File: config.mk
export PLATFORM = sky130hd
export DESIGN_NAME = share_reporter_flat
export DESIGN_NICKNAME = d
export VERILOG_FILES = /design/src/rtl/share_reporter_if.sv /design/src/rtl/share_reporter.sv /design/src/flat_wrapper.sv
export SDC_FILE = /design/constraint.sdc
export NUM_CORES = 2
export LEC_CHECK = 0
export BUFFER_PORTS_ARGS = -buffer_cell sky130_fd_sc_hd__clkbuf_2
export CORE_ASPECT_RATIO = 1.4
export CORE_MARGIN = 5
export CORE_UTILIZATION = 55
export CTS_CLUSTER_SIZE = 10
export DETAILED_ROUTE_END_ITERATION = 10
export PLACE_DENSITY = 0.73
export SETUP_SLACK_MARGIN = 0.2
export SYNTH_ARGS = -nofsm -noshare
export SYNTH_HDL_FRONTEND = slang
export SYNTH_SLANG_ARGS = --single-unit
File: constraint.sdc
create_clock -name clock -period 11.8 [get_ports clock]
set_input_delay 2.36 -clock clock [delete_from_list [all_inputs] [get_ports clock]]
set_output_delay 2.36 -clock clock [all_outputs]
set_load 0.02 [all_outputs]
File: src/rtl/share_reporter_if.sv
// Byte-stream and miner-hit signal bundle for share_reporter.
// The slave side is the reporter; the master side is the miner plus the host link.
interface share_reporter_if;
    logic         hit_valid;
    logic [31:0]  hit_nonce;
    logic [255:0] hit_hash;
    logic [7:0]   tx_data;
    logic         tx_valid;
    logic         tx_ready;

    modport master (
        output hit_valid, hit_nonce, hit_hash, tx_ready,
        input  tx_data, tx_valid
    );

    modport slave (
        input  hit_valid, hit_nonce, hit_hash, tx_ready,
        output tx_data, tx_valid
    );
endinterface

File: src/rtl/share_reporter.sv
// Buffers winning nonce/hash pairs and streams each one as a 38-byte frame:
// sync byte, 4 nonce bytes, 32 hash bytes, XOR checksum of the 36 payload bytes.
module share_reporter #(
    parameter int         DEPTH     = 4,
    parameter logic [7:0] SYNC_BYTE = 8'hA5
) (
    input  logic                     clock,
    input  logic                     reset,
    share_reporter_if.slave          bus,
    output logic [$clog2(DEPTH):0]   pending,
    output logic                     overflow,
    output logic [15:0]              dropped_count
);
    localparam int AW = $clog2(DEPTH);
    localparam logic [AW:0]   FULL_LEVEL = (AW+1)'(DEPTH);
    localparam logic [AW:0]   CNT_ONE    = (AW+1)'(1);
    localparam logic [AW-1:0] PTR_ONE    = AW'(1);

    typedef enum logic [2:0] {IDLE, SYNC, NONCE, HASH, CSUM} state_t;

    logic [287:0]  mem [DEPTH];
    logic [AW-1:0] wr_ptr_r, rd_ptr_r;
    logic [AW:0]   count_r;
    logic          full_s, empty_s, pop_s, push_s, drop_s, accept_s;

    state_t        state_r, state_s;
    logic [287:0]  shreg_r, shreg_s;
    logic [7:0]    csum_r, csum_s;
    logic [4:0]    idx_r, idx_s;
    logic [7:0]    tx_data_r, tx_data_s;
    logic          tx_valid_r, tx_valid_s;
    logic          overflow_r;
    logic [15:0]   dropped_r;

    // FIFO control: a pop in the same cycle frees room for a write when full.
    always_comb begin
        full_s   = (count_r == FULL_LEVEL);
        empty_s  = (count_r == {(AW+1){1'b0}});
        pop_s    = (state_r == IDLE) && !empty_s;
        push_s   = bus.hit_valid && (!full_s || pop_s);
        drop_s   = bus.hit_valid && full_s && !pop_s;
        accept_s = tx_valid_r && bus.tx_ready;
    end

    // FIFO storage; payload needs no reset.
    always_ff @(posedge clock) begin
        if (push_s) begin
            mem[wr_ptr_r] <= {bus.hit_nonce, bus.hit_hash};
        end
    end

    // FIFO pointers, occupancy and drop accounting.
    always_ff @(posedge clock or posedge reset) begin
        if (reset) begin
            wr_ptr_r   <= {AW{1'b0}};
            rd_ptr_r   <= {AW{1'b0}};
            count_r    <= {(AW+1){1'b0}};
            overflow_r <= 1'b0;
            dropped_r  <= 16'h0000;
        end else begin
            if (push_s) wr_ptr_r <= wr_ptr_r + PTR_ONE;
            if (pop_s)  rd_ptr_r <= rd_ptr_r + PTR_ONE;
            case ({push_s, pop_s})
                2'b10:   count_r <= count_r + CNT_ONE;
                2'b01:   count_r <= count_r - CNT_ONE;
                default: count_r <= count_r;
            endcase
            if (drop_s) begin
                overflow_r <= 1'b1;
                if (dropped_r != 16'hFFFF) dropped_r <= dropped_r + 16'h0001;
            end
        end
    end

    // Frame sequencer: next state, shift register, checksum and next output byte.
    always_comb begin
        state_s = state_r;
        shreg_s = shreg_r;
        csum_s  = csum_r;
        idx_s   = idx_r;
        case (state_r)
            IDLE: begin
                if (pop_s) begin
                    shreg_s = mem[rd_ptr_r];
                    csum_s  = 8'h00;
                    idx_s   = 5'd0;
                    state_s = SYNC;
                end else begin
                    state_s = IDLE;
                end
            end
            SYNC: begin
                if (accept_s) state_s = NONCE;
                else          state_s = SYNC;
            end
            NONCE, HASH: begin
                if (accept_s) begin
                    shreg_s = {shreg_r[279:0], 8'h00};
                    csum_s  = csum_r ^ shreg_r[287:280];
                    if (state_r == NONCE && idx_r == 5'd3) begin
                        idx_s   = 5'd0;
                        state_s = HASH;
                    end else if (state_r == HASH && idx_r == 5'd31) begin
                        idx_s   = 5'd0;
                        state_s = CSUM;
                    end else begin
                        idx_s   = idx_r + 5'd1;
                    end
                end else begin
                    state_s = state_r;
                end
            end
            CSUM: begin
                if (accept_s) state_s = IDLE;
                else          state_s = CSUM;
            end
            default: state_s = IDLE;
        endcase

        // Output byte is chosen from the next state so tx_data/tx_valid are plain flops.
        case (state_s)
            SYNC:        tx_data_s = SYNC_BYTE;
            NONCE, HASH: tx_data_s = shreg_s[287:280];
            CSUM:        tx_data_s = csum_s;
            default:     tx_data_s = 8'h00;
        endcase
        tx_valid_s = (state_s != IDLE);
    end

    // Sequencer and output registers.
    always_ff @(posedge clock or posedge reset) begin
        if (reset) begin
            state_r    <= IDLE;
            shreg_r    <= 288'h0;
            csum_r     <= 8'h00;
            idx_r      <= 5'd0;
            tx_data_r  <= 8'h00;
            tx_valid_r <= 1'b0;
        end else begin
            state_r    <= state_s;
            shreg_r    <= shreg_s;
            csum_r     <= csum_s;
            idx_r      <= idx_s;
            tx_data_r  <= tx_data_s;
            tx_valid_r <= tx_valid_s;
        end
    end

    assign bus.tx_data    = tx_data_r;
    assign bus.tx_valid   = tx_valid_r;
    assign pending        = count_r;
    assign overflow       = overflow_r;
    assign dropped_count  = dropped_r;
endmodule

File: src/flat_wrapper.sv
// flat-port wrapper written by rule: the top's interface ports become plain ports
module share_reporter_flat 
#(
    parameter int         DEPTH     = 4,
    parameter logic [7:0] SYNC_BYTE = 8'hA5
)
  (clock, reset, pending, overflow, dropped_count, bus_hit_valid, bus_hit_nonce, bus_hit_hash, bus_tx_ready, bus_tx_data, bus_tx_valid);
  share_reporter_if bus_i ();
  input  logic clock;
  input  logic reset;
  output logic [$clog2(DEPTH):0] pending;
  output logic overflow;
  output logic [15:0] dropped_count;
  input wire logic [$bits(bus_i.hit_valid)-1:0] bus_hit_valid;
  input wire logic [$bits(bus_i.hit_nonce)-1:0] bus_hit_nonce;
  input wire logic [$bits(bus_i.hit_hash)-1:0] bus_hit_hash;
  input wire logic [$bits(bus_i.tx_ready)-1:0] bus_tx_ready;
  output wire logic [$bits(bus_i.tx_data)-1:0] bus_tx_data;
  output wire logic [$bits(bus_i.tx_valid)-1:0] bus_tx_valid;
  assign bus_i.hit_valid = bus_hit_valid;
  assign bus_i.hit_nonce = bus_hit_nonce;
  assign bus_i.hit_hash = bus_hit_hash;
  assign bus_i.tx_ready = bus_tx_ready;
  assign bus_tx_data = bus_i.tx_data;
  assign bus_tx_valid = bus_i.tx_valid;
  share_reporter #(.DEPTH(DEPTH), .SYNC_BYTE(SYNC_BYTE)) u_core (.clock(clock), .reset(reset), .bus(bus_i), .pending(pending), .overflow(overflow), .dropped_count(dropped_count));
endmodule
Word level (Yosys, flattened, before mapping)
Memory sizes are Yosys's and may differ from the RTL's.
Cells that the tools add are included.
{"block": "word_totals", "register_bits": 337, "latch_bits": 0, "mem_bits_rw": 1152, "romBits": 0, "inputBits": 292, "out_inout_bits": 29, "wordCells": 78, "mem_count": 1}
{"memory": "u_core.mem", "depth": 4, "word_bits": 288, "read_ports": 1, "rd_clocked_by_memory_dff": 0, "write_ports": 1, "line_no": "share_reporter.sv:21", "text": "logic [287:0] mem [DEPTH];"}
{"block": "classes", "addsub": 6, "mul": 0, "div": 0, "magnitude_cmp": 0, "eq_ne": 16, "n_shift": 0, "muxes": 22, "bitwise_logic": 1, "reduce_logical": 20}
{"operator": "288-bit 2-to-1 mux", "n": 2}
{"operator": "288-bit one-hot mux with 2 select lines", "n": 1}
{"operator": "8-bit one-hot mux with 3 select lines", "n": 1}
{"operator": "5-bit 2-to-1 mux", "n": 4}
{"operator": "16-bit by 1-bit adder with 16-bit output (second input constant)", "n": 1}
{"operator": "8-bit 2-to-1 mux", "n": 2}
{"operator": "16-bit inequality test (second input constant)", "n": 1}
{"operator": "8-bit one-hot mux with 2 select lines", "n": 1}
{"operator": "3-bit by 2-bit equality test with 1-bit output (second input constant)", "n": 4}
{"operator": "3-bit 2-to-1 mux", "n": 4}
{"operator": "3-bit one-hot mux with 4 select lines", "n": 1}
{"operator": "5-bit one-hot mux with 2 select lines", "n": 1}
{"operator": "3-bit equality test (second input constant)", "n": 3}
{"operator": "8-bit XOR", "n": 1}
{"operator": "1-bit logical AND", "n": 7}
{"operator": "3-bit by 1-bit equality test with 1-bit output (second input constant)", "n": 2}
{"operator": "3-bit zero test", "n": 2}
{"operator": "3-bit one-hot mux with 2 select lines", "n": 1}
{"operator": "5-bit by 1-bit adder with 5-bit output (second input constant)", "n": 1}
{"operator": "5-bit by 2-bit equality test with 1-bit output (second input constant)", "n": 1}
{"operator": "5-bit equality test (second input constant)", "n": 1}
{"operator": "2-bit by 1-bit adder with 2-bit output (second input constant)", "n": 2}
{"operator": "2-bit by 1-bit inequality test with 1-bit output (second input constant)", "n": 2}
{"operator": "2-bit nonzero test", "n": 2}
{"operator": "other kinds (12)", "n": 17}

Logic depth before layout (Yosys ltp)
{"block": "logic_depth", "ltp_word": 9, "ltp_mapped": 13, "mapped_depth_nobuf": 9}

Worst setup path after synthesis
OpenSTA, ideal clock, no wires.
{"block": "synth_timing", "kind": "input to register", "startpoint": "input bus_hit_valid", "endpoint": "memory u_core.mem[0][0], enable pin", "t_arrival_ns": 8.933, "t_required_ns": 11.111, "path_slack_ns": 2.178, "cell_stages": 1, "cell_sequence": "and3_1"}
{"block": "synth_between", "elab_chain_cells": 3}
{"item": "start, declared", "line_no": "flat_wrapper.sv:14", "text": "input wire logic [$bits(bus_i.hit_valid)-1:0] bus_hit_valid;"}
{"item": "1-bit logical AND", "line_no": "share_reporter.sv:40", "text": "push_s = bus.hit_valid && (!full_s || pop_s);"}
{"item": "1-bit 2-to-1 mux", "line_no": "share_reporter.sv:47", "text": "if (push_s) begin"}
{"item": "1-bit 2-to-1 mux (not written as such)", "line_no": "share_reporter.sv:48", "text": "mem[wr_ptr_r] <= {bus.hit_nonce, bus.hit_hash};"}
{"item": "end, declared", "line_no": "share_reporter.sv:21"}
No other way between the ends.

Worst setup path after layout
{"block": "layout_timing", "startpoint": "input bus_tx_ready", "endpoint": "register u_core.tx_data_r[4], in the netlist u_core.bus.tx_data[4]"}
{"item": "start, declared", "line_no": "flat_wrapper.sv:17", "text": "input wire logic [$bits(bus_i.tx_ready)-1:0] bus_tx_ready;"}
{"item": "1-bit logical AND", "line_no": "share_reporter.sv:42", "text": "accept_s = tx_valid_r && bus.tx_ready;"}
{"item": "288-bit 2-to-1 mux", "line_no": "share_reporter.sv:97", "text": "if (accept_s) begin"}
{"item": "288-bit one-hot mux with 2 select lines", "line_no": "share_reporter.sv:81", "text": "case (state_r)"}
{"item": "named net u_core.shreg_s[284]", "line_no": "share_reporter.sv:27", "text": "logic [287:0] shreg_r, shreg_s;"}
{"item": "8-bit one-hot mux with 3 select lines", "line_no": "share_reporter.sv:121", "text": "case (state_s)"}
{"item": "named net u_core.tx_data_s[4]", "line_no": "share_reporter.sv:30", "text": "logic [7:0] tx_data_r, tx_data_s;"}
{"item": "end signal, assigned", "line_no": "share_reporter.sv:144", "text": "tx_data_r <= tx_data_s;"}
{"item": "end, declared", "line_no": "share_reporter.sv:30"}
The timed path passes the listed nets, and every way through them passes these cells. The select of a mux whose other input is x is not followed.
A chain may end at the register's enable or synchronous reset.

==> impl_metrics.yaml <==
status:
  status: "finished, final reports clean"
detailed_routing:
  drt-pass1-iter-count: 5
  routed_via_density: 6.04
  drc_errors: 0
  wl_mm: 124
  vias: 29100
  drt-initial-drc-count: 2827
  postRouteAntennaNets: 0
  wl_per_cell_um: 25.8
  top_layer_used: "met5"
  met2WireLength_mm: 62.6
  met3WireLength_mm: 9.68
  wl_met1_mm: 48.0
finish:
  final_nets: 3623
  layout_common_cells: "edfxtp_1, nand2_1, dfrtp_1, clkbuf_2, mux4_2"
  layout-drive-gt1-share: 0.243
  final_common_cell: "edfxtp_1"
  fillers: 6929
  area_growth_pct: 14.1
die:
  die_area_um2: 108000
  initial_utilization: 0.552
  die-height_um: 387
  dieWidth_um: 279
  core_um2: 101000
  io_pins: 321
  core.rowCount: 138
critical_path:
  critPathRequiredTime_ns: 12.45
  rrSetupSlack_ns: 7.15
  cp-end-kind: "flip-flop"
  crit_arrival_ns: 5.45
  endpoint: "u_core.bus.tx_data[4]"
  cp_max_fo: 175
  crit_type: "input port to flip-flop"
  reg2reg_to: "u_core.mem[2][70]"
  reg2reg_from: "u_core.state_r[0]"
  reg2regPathDepth: 5
  crit_path_start_kind: "input port"
  startpoint: "bus_tx_ready"
clock_network:
  postCtsSetupRepairBufs: 0
  clk_pin_slew_ns: 0.05
  h-tree-depth: 4
  numCtsBuffers: 167
  postCtsResizedCells: 0
  insertion_delay_ns: 0.76
  cts_tree: "done"
  cts-root-buf: "clkbuf_16"
  numClockSinks: 1489
  cts_buffer_depth: 3
  ctsHoldBuffers: 0
global_route:
  grt_max_degree: 213
  grt_overflow: 0
  antenna_found_initial: 45
  grt_usage: 0.230
  grt_pass1_vias: 30800
  grt_pass1_wl_mm: 189
power:
  p_leak_nw: 23.6
  peakVddDrop_mv: 0.284
  powerDensity_nw_per_um2: 246
  cellInternalPower_mw: 11.2
  p_comb_frac: 0.218
  swShare: 0.285
  p_switching_mw: 4.46
  power_frac_seq: 0.483
  p_clk_frac: 0.298
yosys:
  synth.distinct_cells: 41
  synthArstFlopShare: 0.226
  synth_area_leaders: "edfxtp_1, dfrtp_1, mux4_2, nand2_1, a22oi_1"
  syn-instance-count: 2968
  avgSynthCellArea_um2: 18.8
  postSynthRegisterBits: 1489
  synth_edf_count: 1152
  synth-main-ff-cell: "edfxtp_1"
  yosysSeqAreaShare: 0.772
  netlist_area_um2: 55700
  synth_warnings: 0
  synth_top_area_cell: "edfxtp_1"
  synth_fp_nets: 3269
  synth_top_cell_area_share: 0.621
worst_hold_path:
  holdPathStages: 2
  hold_class: "flip-flop to flip-flop"
timing:
  worstMarginPinSlew_ns: 1.31
  slew_headroom: 0.121
  fin_crit_ns: 4.80
  setup_violations: 0
  fin_setup_tns_ns: 0
  rsz0062_at_grt: "no"
  post-route-period-util: 0.407
  fin_skew_ns: 0.0239
  timing.final.hold_violations: 0
  timing.fmax_mhz: 208
  drv_slew: 0
  setup_ws_ns: 7.00
placement:
  globalplace.congestion: 0.773
  dp_hpwl_mm: 70.7
  numPortBuffers: 320
  dp_slack_ns: 6.29
job:
  cap_violations: 0
[registers in the layout, summed over array words and instances, names as in the netlist]
name                  cells
u_core.bus.tx_data        8
u_core.bus.tx_valid       1
u_core.csum_r             8
u_core.dropped_count     16
u_core.idx_r              5
u_core.mem             1152
u_core.overflow           1
u_core.pending            3
u_core.rd_ptr_r           2
u_core.shreg_r          288
u_core.state_r            3
u_core.wr_ptr_r           2
[critical path: stages]
cell	delay, ns
clkbuf_2	0.11
and4b_4	1.00
nor2_4	0.41
buf_12	0.37
a221o_1	0.56
a22o_1	0.24
[cells by family after synthesis]
logic type                 count (synthesis)  synth area share
DFF                                     1489             0.772
and+or+nand+nor                          661            0.0476
AOI/OAI and AO/OA                        320            0.0429
muxes                                    292             0.117
buffers and inverters                    174            0.0141
xor gates and xnor gates                  23           0.00362
adders and majority gates                  9           0.00216
[cell usage after synthesis, drive strengths merged, types with 10 or more instances]
library cell  number
dfrtp            337
mux4             288
nand3             23
xor2              13
inv               10
edfxtp          1152
a22oi            273
xnor2             10
and2              13
buf              107
clkbuf            57
o21ai             15
nand2            585
nor2              12
[through the flow]
stage                     hold WS [ns]  total power, mW   util  instance area, um^2  std cells
after global placement           0.452             11.0  0.581                58600       4483
after global routing             0.478             16.4  0.630                63600       4803
final                            0.459             15.6  0.631                63600       4814
after detailed placement         0.453             11.1  0.581                58600       4483
after floorplan                  0.438             10.3      -                55700       2968
after CTS                        0.464             15.8  0.630                63500       4787
[routing by layer]
layer,vias up,track usage
met5,-,0
met4,32,0.0772
met3,212,0.0668
met2,1102,0.370
met1,15300,0.306
li1,12400,-
[cell type report]
| class | instances | area, um^2 | share of cell area |
|---|---|---|---|
| multi-input combinational | 1305 | 11900 | 0.188 |
| antenna | 27 | 67.6 | 0.00106 |
| timing repair buffer | 349 | 1930 | 0.0304 |
| clock inverter | 14 | 214 | 0.00337 |
| sequential | 1489 | 43000 | 0.677 |
| inverter | 10 | 48.8 | 0.000767 |
| tap | 1330 | 1660 | 0.0262 |
| clock buffer | 290 | 4680 | 0.0737 |
[how the worst min path moves through the flow]
| stage | from | end | slack, ns |
|---|---|---|---|
| after floorplan | u_core.shreg_r[2] | u_core.shreg_r[10] | 0.44 |
| after global placement | u_core.shreg_r[269] | u_core.shreg_r[277] | 0.45 |
| after detailed placement | u_core.shreg_r[162] | u_core.shreg_r[170] | 0.45 |
| after CTS | u_core.shreg_r[118] | u_core.shreg_r[126] | 0.46 |
| after global routing | u_core.shreg_r[138] | u_core.shreg_r[146] | 0.48 |
| final | u_core.shreg_r[166] | u_core.shreg_r[174] | 0.46 |
[power by group through the flow]
| stage | logic (mW) | registers [mW] | clock network, mW |
|---|---|---|---|
| 3_5_place_dp | 3.47 | 7.64 | 0 |
| 3_3_place_gp | 3.41 | 7.57 | 0 |
| 2_1_floorplan | 2.60 | 7.66 | 0 |
| 4_1_cts | 3.49 | 7.56 | 4.75 |
| 6_report | 3.41 | 7.56 | 4.66 |
| 5_1_grt | 3.72 | 7.66 | 4.98 |
Power figures use the tool's default switching activity.
